### src/rtl/mem_port_arbiter.sv
// mem_port_arbiter: shares one memory port between fetch (read-only) and
// the data stage (load/store), one transaction at a time.
//
// Ports:
//   clk, reset            rising-edge clock, synchronous active-high reset
//   i_req/i_addr          fetch request, held until i_ready
//   i_rdata/i_ready       fetch data and one-cycle completion pulse
//   d_req/d_we/d_addr     data request, held with payload until d_ready
//   d_wdata/d_wmask       store data and byte enables
//   d_rdata/d_ready       load data and one-cycle completion pulse
//   mem_req/mem_we        registered transaction request / write enable
//   mem_addr/mem_wdata    registered address / write data
//   mem_wmask             registered byte mask, zero for reads
//   mem_rdata/mem_ready   memory read data and completion
module mem_port_arbiter #(
    parameter int ADDR_W     = 32,
    parameter int DATA_W     = 32,
    parameter int STARVE_MAX = 4
) (
    input  logic                clk,
    input  logic                reset,
    input  logic                i_req,
    input  logic [ADDR_W-1:0]   i_addr,
    output logic [DATA_W-1:0]   i_rdata,
    output logic                i_ready,
    input  logic                d_req,
    input  logic                d_we,
    input  logic [ADDR_W-1:0]   d_addr,
    input  logic [DATA_W-1:0]   d_wdata,
    input  logic [DATA_W/8-1:0] d_wmask,
    output logic [DATA_W-1:0]   d_rdata,
    output logic                d_ready,
    output logic                mem_req,
    output logic                mem_we,
    output logic [ADDR_W-1:0]   mem_addr,
    output logic [DATA_W-1:0]   mem_wdata,
    output logic [DATA_W/8-1:0] mem_wmask,
    input  logic [DATA_W-1:0]   mem_rdata,
    input  logic                mem_ready
);

    localparam int CNT_W = $clog2(STARVE_MAX + 1);

    typedef enum logic [1:0] {
        IDLE,
        BUSY_I,
        BUSY_D
    } state_t;

    state_t           state;
    logic [CNT_W-1:0] starveCnt;
    logic             starved;
    logic             grantD;
    logic             grantI;

    // Data wins unless fetch has already waited out STARVE_MAX data grants.
    assign starved = (starveCnt == CNT_W'(STARVE_MAX));
    assign grantD  = d_req && !(i_req && starved);
    assign grantI  = i_req && !grantD;

    always_ff @(posedge clk) begin
        if (reset) begin
            state     <= IDLE;
            starveCnt <= '0;
            mem_req   <= 1'b0;
            mem_we    <= 1'b0;
            mem_addr  <= '0;
            mem_wdata <= '0;
            mem_wmask <= '0;
        end else begin
            unique case (state)
                IDLE: begin
                    if (grantD) begin
                        state     <= BUSY_D;
                        mem_req   <= 1'b1;
                        mem_we    <= d_we;
                        mem_addr  <= d_addr;
                        mem_wdata <= d_wdata;
                        mem_wmask <= d_we ? d_wmask : '0;
                        // A waiting fetch is only charged while it is pending.
                        starveCnt <= i_req ? starveCnt + CNT_W'(1) : '0;
                    end else if (grantI) begin
                        state     <= BUSY_I;
                        mem_req   <= 1'b1;
                        mem_we    <= 1'b0;
                        mem_addr  <= i_addr;
                        mem_wdata <= '0;
                        mem_wmask <= '0;
                        starveCnt <= '0;
                    end
                end
                BUSY_I, BUSY_D: begin
                    if (mem_ready) begin
                        state   <= IDLE;
                        mem_req <= 1'b0;
                    end
                end
                default: begin
                    state   <= IDLE;
                    mem_req <= 1'b0;
                end
            endcase
        end
    end

    // Ready is suppressed while reset is asserted so an abandoned access
    // never releases a stalled stage.
    assign i_ready = !reset && (state == BUSY_I) && mem_ready;
    assign d_ready = !reset && (state == BUSY_D) && mem_ready;
    assign i_rdata = i_ready ? mem_rdata : '0;
    assign d_rdata = d_ready ? mem_rdata : '0;

endmodule

### config.mk
export PLATFORM = sky130hd
export DESIGN_NAME = mem_port_arbiter
export DESIGN_NICKNAME = d
export VERILOG_FILES = /design/src/rtl/mem_port_arbiter.sv
export SDC_FILE = /design/constraint.sdc
export NUM_CORES = 1
export LEC_CHECK = 0
export CORE_AREA = 4 4 115 117
export CTS_BUF_LIST = sky130_fd_sc_hd__clkbuf_16
export DETAILED_ROUTE_END_ITERATION = 8
export DIE_AREA = 0 0 119 121
export PLACE_DENSITY = 0.87
export SLEW_MARGIN = 20
export SYNTH_ARGS = -nofsm -noshare
export SYNTH_HDL_FRONTEND = slang
export SYNTH_SLANG_ARGS = --single-unit
### constraint.sdc
create_clock -name clk -period 1.34 [get_ports clk]
set_input_delay 0.268 -clock clk [delete_from_list [all_inputs] [get_ports clk]]
set_output_delay 0.268 -clock clk [all_outputs]
set_load 0.01 [all_outputs]
==> flow_summary.yaml <==
run:
  drv_cap: 0
clock_tree:
  cts_tree: "built"
  cts_made_buffers: 9
  clkTransAtPathRegs_ns: 0.07
  clockRootBuffer: "clkbuf_16"
  htree_levels: 3
  worstSkewPairLatency_ns: 0.34
  clockBufferDepth: 2
  clock-sinks: 75
sta:
  period_share: 1.49
  finalHoldViolations: 0
  finalCriticalPeriod_ns: 2.00
  slew_violations: 0
  worst_slack_ns: -0.660
  timing.fmax_ghz: 0.500
  worstMarginPinSlew_ns: 1.08
  setup_viol: 141
  rsz0062_at_grt: "yes"
  whs_ns: 0.438
  skew_ns: 0.00994
  max_slew_margin: 0.279
power_and_ir_drop:
  power.density_nw_per_um2: 947
  p_leak_nw: 3.72
  vdd_drop_max_uv: 662
  p_comb_frac: 0.383
  clkPwrFrac: 0.298
  internal_power_mw: 5.68
  power_frac_seq: 0.319
  p_sw_frac: 0.309
  p_sw_mw: 2.53
critical_path:
  crit_start: "state[0]$_SDFFE_PP0P_"
  reg2reg_to: "mem_we$_SDFFE_PP0P_"
  startpoint_type: "flop"
  r2r_setup_slack_ns: -0.25
  critical_path_class: "reg -> out"
  crit_fanout: 8
  crit_required_ns: 1.07
  endpoint_kind: "output port"
  reg2reg_depth: 9
  arrival_ns: 1.73
  rr_startpoint: "state[1]$_SDFFE_PP0P_"
  endpoint: "i_rdata[10]"
drt:
  route.detailed.drc: 0
  via_count: 5054
  drt_pass1_iterations: 4
  wl_per_cell_um: 20.9
  via_per_inst: 5.28
  antenna_left: 0
  drtIter0Drc: 253
  drt_wl_total_mm: 20.0
floorplan:
  die_w_um: 119
  row_count: 41
  core_region_area_um2: 12400
  fp.dieArea_um2: 14400
  initial_core_util: 0.301
  chipHeight_um: 121
  io_pins: 274
status:
  outcome: "complete, but fails checks"
  violations: "negative setup slack"
logic_synthesis:
  synthCells: 471
  synth_area_um2: 3730
  synth_top_area_frac: 0.403
  seq_area_frac_synth: 0.403
  syn_avg_cell_area_um2: 7.91
  yosys.cell_count.top_type: "dfxtp_1"
  synth_ff_type: "dfxtp_1"
  async_flop_share: 0
  synthesis.nets: 614
  synthTopCellsByArea: "dfxtp_1 40%, and2_1 11%, a311oi_1 7.5%"
  synth.distinct_cells: 29
  ys_top_cells_by_count: "75 x dfxtp_1, 64 x and2_1, 38 x a21oi_1, 38 x o21ai_0, 37 x nand2_1"
  ys_warn_count: 0
  synth-edff-count: 0
  yosysTopAreaCell: "dfxtp_1"
  synth-seq-cells: 75
finish:
  final_cells: 957
  final_core_util: 0.702
  nNetsFinal: 918
  nFillCells: 871
  fin_area_um2: 8670
  register_area_um2: 1510
  syn2layout_area_growth_pct: 133
  final_layout_size_suffix_gt1_frac: 0.409
  multi_input_area_um2: 2670
grt:
  overflow: 0
  grt_pass1_vias: 4994
  antenna_found_initial: 6
  grt_max_degree: 80
  grt_pass1_wl_mm: 27.8
  track_usage: 0.244
place:
  hpwl_mm: 11.1
  dp_cells: 893
  place_ws_ns: -0.879
  postPlaceCellArea_um2: 6770
  port_buffers: 273
  routabilityCongestion: 0.822
min_path:
  hold_class: "in -> reg"
per-stage QoR:
stage / power, mW / TNS [ns]
finish: 8.21 / -50.39
global route: 8.48 / -55.77
CTS: 7.85 / -57.66
detailed placement: 4.54 / -83.45
global placement: 4.51 / -83.21
floorplan: 3.39 / -0.873
power groups by stage:
| stage | registers [mW] | logic, mW | clock network, mW |
|---|---|---|---|
| after global routing | 2.64 | 3.28 | 2.55 |
| after CTS | 2.57 | 2.81 | 2.47 |
| final | 2.62 | 3.14 | 2.45 |
| after detailed placement | 2.61 | 1.93 | 0 |
| after floorplan | 2.70 | 0.686 | 0 |
| after global placement | 2.59 | 1.91 | 0 |
area by class of cell:
cell class	instances	share of cell area
Timing Repair Buffer	345	0.456
Multi-Input combinational cell	339	0.307
Sequential cell	75	0.174
Clock buffer	9	0.0260
Tap cell	172	0.0248
Clock inverter	7	0.00793
Inverter	5	0.00245
Antenna cell	5	0.00144
critical path: stages, from the launching register on:
cell     delay (ns)
dfxtp_2        0.33
buf_6          0.12
ha_4           0.14
and3b_2        0.25
buf_6          0.15
buf_16         0.14
and2_4         0.14
buf_6          0.11
how the worst min path moves through the flow:
stage,from,to,depth (start not counted)
3_3_place_gp,mem_wdata[26]$_SDFFE_PP0P_,mem_wdata[26]$_SDFFE_PP0P_,2
2_1_floorplan,d_wmask[3],mem_wmask[3]$_SDFFE_PP0P_,2
6_report,d_req,state[1]$_SDFFE_PP0P_,4
3_5_place_dp,mem_wdata[23]$_SDFFE_PP0P_,mem_wdata[23]$_SDFFE_PP0P_,2
5_1_grt,d_req,mem_addr[15]$_SDFFE_PP0P_,4
4_1_cts,d_req,state[1]$_SDFFE_PP0P_,4
logic make-up (layout without fill, tap and decap cells):
logic type	count (synthesis)	count (layout)	share of synthesized area
buf+inv	57	366	0.0745
simple gates	220	220	0.318
compound gates	114	114	0.188
other cells	0	5	0
flops	75	75	0.403
fa+ha+maj	5	5	0.0168
flip-flops by register name, indices dropped and copies added (netlist names):
signal / count
mem_addr: 32
mem_req: 1
mem_wdata: 32
mem_we: 1
mem_wmask: 4
starveCnt: 3
state: 2
layer usage:
metal | wire length, um | global-route usage
met1 | 7140 | 0.260
met2 | 10300 | 0.454
met3 | 1380 | 0.0466
met4 | 1120 | 0.130
met5 | 13 | 0
layout by cell type (no fill, tap or decap), types with 6 or more instances in the layout:
cell type	count
nand2_1	18
dfxtp_1	73
nor2_4	15
clkdlybuf4s50_1	133
nand3_1	34
buf_6	80
a311oi_1	13
o21ai_1	14
nand3b_1	8
buf_12	17
nor2_1	7
a21oi_1	18
nand4_1	34
nand2_4	13
buf_4	13
clkbuf_16	12
a21oi_2	20
o21ai_0	25
dlygate4sd2_1	72
buf_16	19
a311oi_2	18
nor2_2	11
buf_2	6
and2_4	61
nand2_2	6
what timing repair did:
| item | 4_1_cts | 5_1_grt |
|---|---|---|
| hold buffers | 0 | 0 |
| hold endpoints to repair | 0 | 0 |
| pin swaps | 92 | 54 |
| setup endpoints to repair | 211 | 141 |
| resized for setup | 501 | 161 |
| buffers inserted | 19 | 8 |
| cloned | 25 | 2 |
Note: power is estimated with default switching activity, not from simulation.
==> patch (same flow settings) <==
Re-encode `state_t` (3 states) as one-hot, 3 bits wide.
--- a/src/rtl/mem_port_arbiter.sv
+++ b/src/rtl/mem_port_arbiter.sv
@@ -41,10 +41,10 @@
 
     localparam int CNT_W = $clog2(STARVE_MAX + 1);
 
-    typedef enum logic [1:0] {
-        IDLE,
-        BUSY_I,
-        BUSY_D
+    typedef enum logic [2:0] {
+        IDLE   = 3'b001,
+        BUSY_I = 3'b010,
+        BUSY_D = 3'b100
     } state_t;
 
     state_t           state;
Formal check against the unedited RTL: same outputs for any inputs over 4 cycles, from zero or initial values and one cycle with reset high; so few cycles prove little.
==> patch against the unedited design <==
The flow still finishes with violations (setup timing). Wire length is 6.9% lower. First-iteration DRC count grew 22%. Via count shrank 6.4%. Utilization down 4.1 points. Synthesized cell count down 17%. Critical path depth is the same. Cell count is 7.0% lower. Worst setup slack gained 0.14 ns. Area after synthesis shrank 5.6%. Register-to-register slack got worse by 0.21 ns. Sequential cell count grew 1. Total power shrank 6.7%. Global-route usage fell by 0.44 points. Cell area fell by 5.8%. Largest power group is now sequential cells.
==> patch: results (changes against the unedited design) <==
metric,value,unit,change
ratio of cells with drive above 1 in the final layout,38.72,%,-2.2 points
"Distinct cells, synth",37,,+28%
clock slew at reported path FFs,0.06,ns,
Worst path slowest cell,dfxtp_2,,
yosys warns,0,,unchanged
ys async rst share,0,%,unchanged
final hold violations,0,,unchanged
Synth Area in Adders,0.7115,%,-0.97 points
Placer Congestion,0.7832,,-4.7%
Synth Net Count,532,,-13%
crit-path max cell delay,0.32,ns,
global-route usage over all layers,23.99,%,-0.44 points
failing checks,setup timing,,
final setup vio count,142,,+0.71%
diode count,0,,-5
P_clk,0.00239,W,-2%
clk_lat worst skew,0.33,ns,
sw frac,28.93,%,-1.9 points
first-pass GRT wire length,27230,um,-2.0%
# port buffers,273,,unchanged
vias per cell,5.318,,+0.70%
post-synthesis mux area share,0,%,unchanged
Min-Delay Path Class,in -> reg,,
"Seq/Total Area, Yosys",43.26,%,+3.0 points
total grt overflow,0,,unchanged
Max Root-Sink Buffers,2,,unchanged
Synth Area in XOR/XNOR,0.2490,%,+0.25 points
vias in the first global route,4989,,-0.10%
Comb power,0.00262,W,-17%
pin count of the biggest net entering global routing,35,,-56%
Arrival @ worst endpoint,1.59,ns,-0.14 ns
Synth area leaders,"dfxtp_1 (43%), and2_1 (12%), a22o_1 (8.2%), a311oi_1 (8.0%), a21oi_1 (5.0%)",,
overall routed net length,18610,um,-6.9%
cell family with most CP delay,simple AND/OR/NAND/NOR gates,,
Rel. slew slack,67.45,%,+40 points
max-cap check violation count,0,,unchanged
Root Buffer,clkbuf_16,,
most instantiated cells after synthesis,"dfxtp_1 (76), and2_1 (65), a21oi_1 (35)",,
initial drt markers,308,,+22%
Detailed Place HPWL,11270,um,+1.9%
initial antenna violation count,0,,-6
Leakage,3.568,nW,-4.1%
CTS HTree Levels,3,,unchanged
nets,853,,-7.1%
pre-CTS setup slack,-1.080,ns,-0.2014 ns
Post-Route Skew,0.005519,ns,-0.004419 ns
CP Max Fanout,8,,unchanged
compound-cell area share of the yosys netlist,28.99,%,+10 points
maximum vdd drop,0.6997,mV,+5.7%
status,finished with violations,,
drt pass-1 iters,5,,+1
worst path setup slack after routing,-0.5206,ns,+0.1398 ns
## patch: metal layers
metal	vias up	share of wire, %	wire length [um]	global-route usage, %
met4	0	3.3	617	12.17
met5	-	0	0	0
li1	2116	-	-	-
met1	2268	36	6774	25.22
met2	298	53	9819	44.61
met3	51	7.5	1396	5.455
## patch: area by class of cell
| class | count | area (sq um) |
|---|---|---|
| clock inverter | 7 | 58.81 |
| inverter | 4 | 15.01 |
| multi-input combinational | 272 | 2186 |
| tap | 172 | 215.2 |
| sequential | 76 | 1528 |
| clock buffer | 9 | 225.2 |
| timing repair buffer | 350 | 3940 |
| fill | 907 | 4195 |
## patch: timing repair
item,CTS,global route
pin swaps,66,27
cloned,21,6
buffers inserted,24,9
endpoints found under the setup margin,212,142
resized for setup,435,61
## patch: through the flow
stage | power, W | cells | instance area [sq um] | setup TNS [ns]
floorplan | 0.003451 | 392 | 3849 | -10.36
global placement | 0.004522 | 824 | 6795 | -110.79
detailed placement | 0.004580 | 824 | 6795 | -112.55
CTS | 0.007535 | 885 | 7976 | -71.89
global route | 0.007937 | 890 | 8168 | -67.09
finish | 0.007664 | 890 | 8168 | -58.13
## patch: path summary, 6_finish.rpt
| path | from | endpoint | slack (ns) | cells after the start |
|---|---|---|---|---|
| min | reset | state[1]$_SDFFE_PP0P_ | 0.43 | 3 |
| max reg2reg | state[1]$_SDFFE_PP0P_ | mem_wdata[5]$_SDFFE_PP0P_ | -0.46 | 9 |
| max | state[1]$_SDFFE_PP0P_ | d_rdata[3] | -0.52 | 7 |
| min reg2reg | mem_wdata[31]$_SDFFE_PP0P_ | mem_wdata[31]$_SDFFE_PP0P_ | 0.48 | 1 |
## patch: tightest hold or removal path: cells and delay by family
kind,cells,cell delay [ns]
buf+inv,2,0.43
compound gates,1,0.04
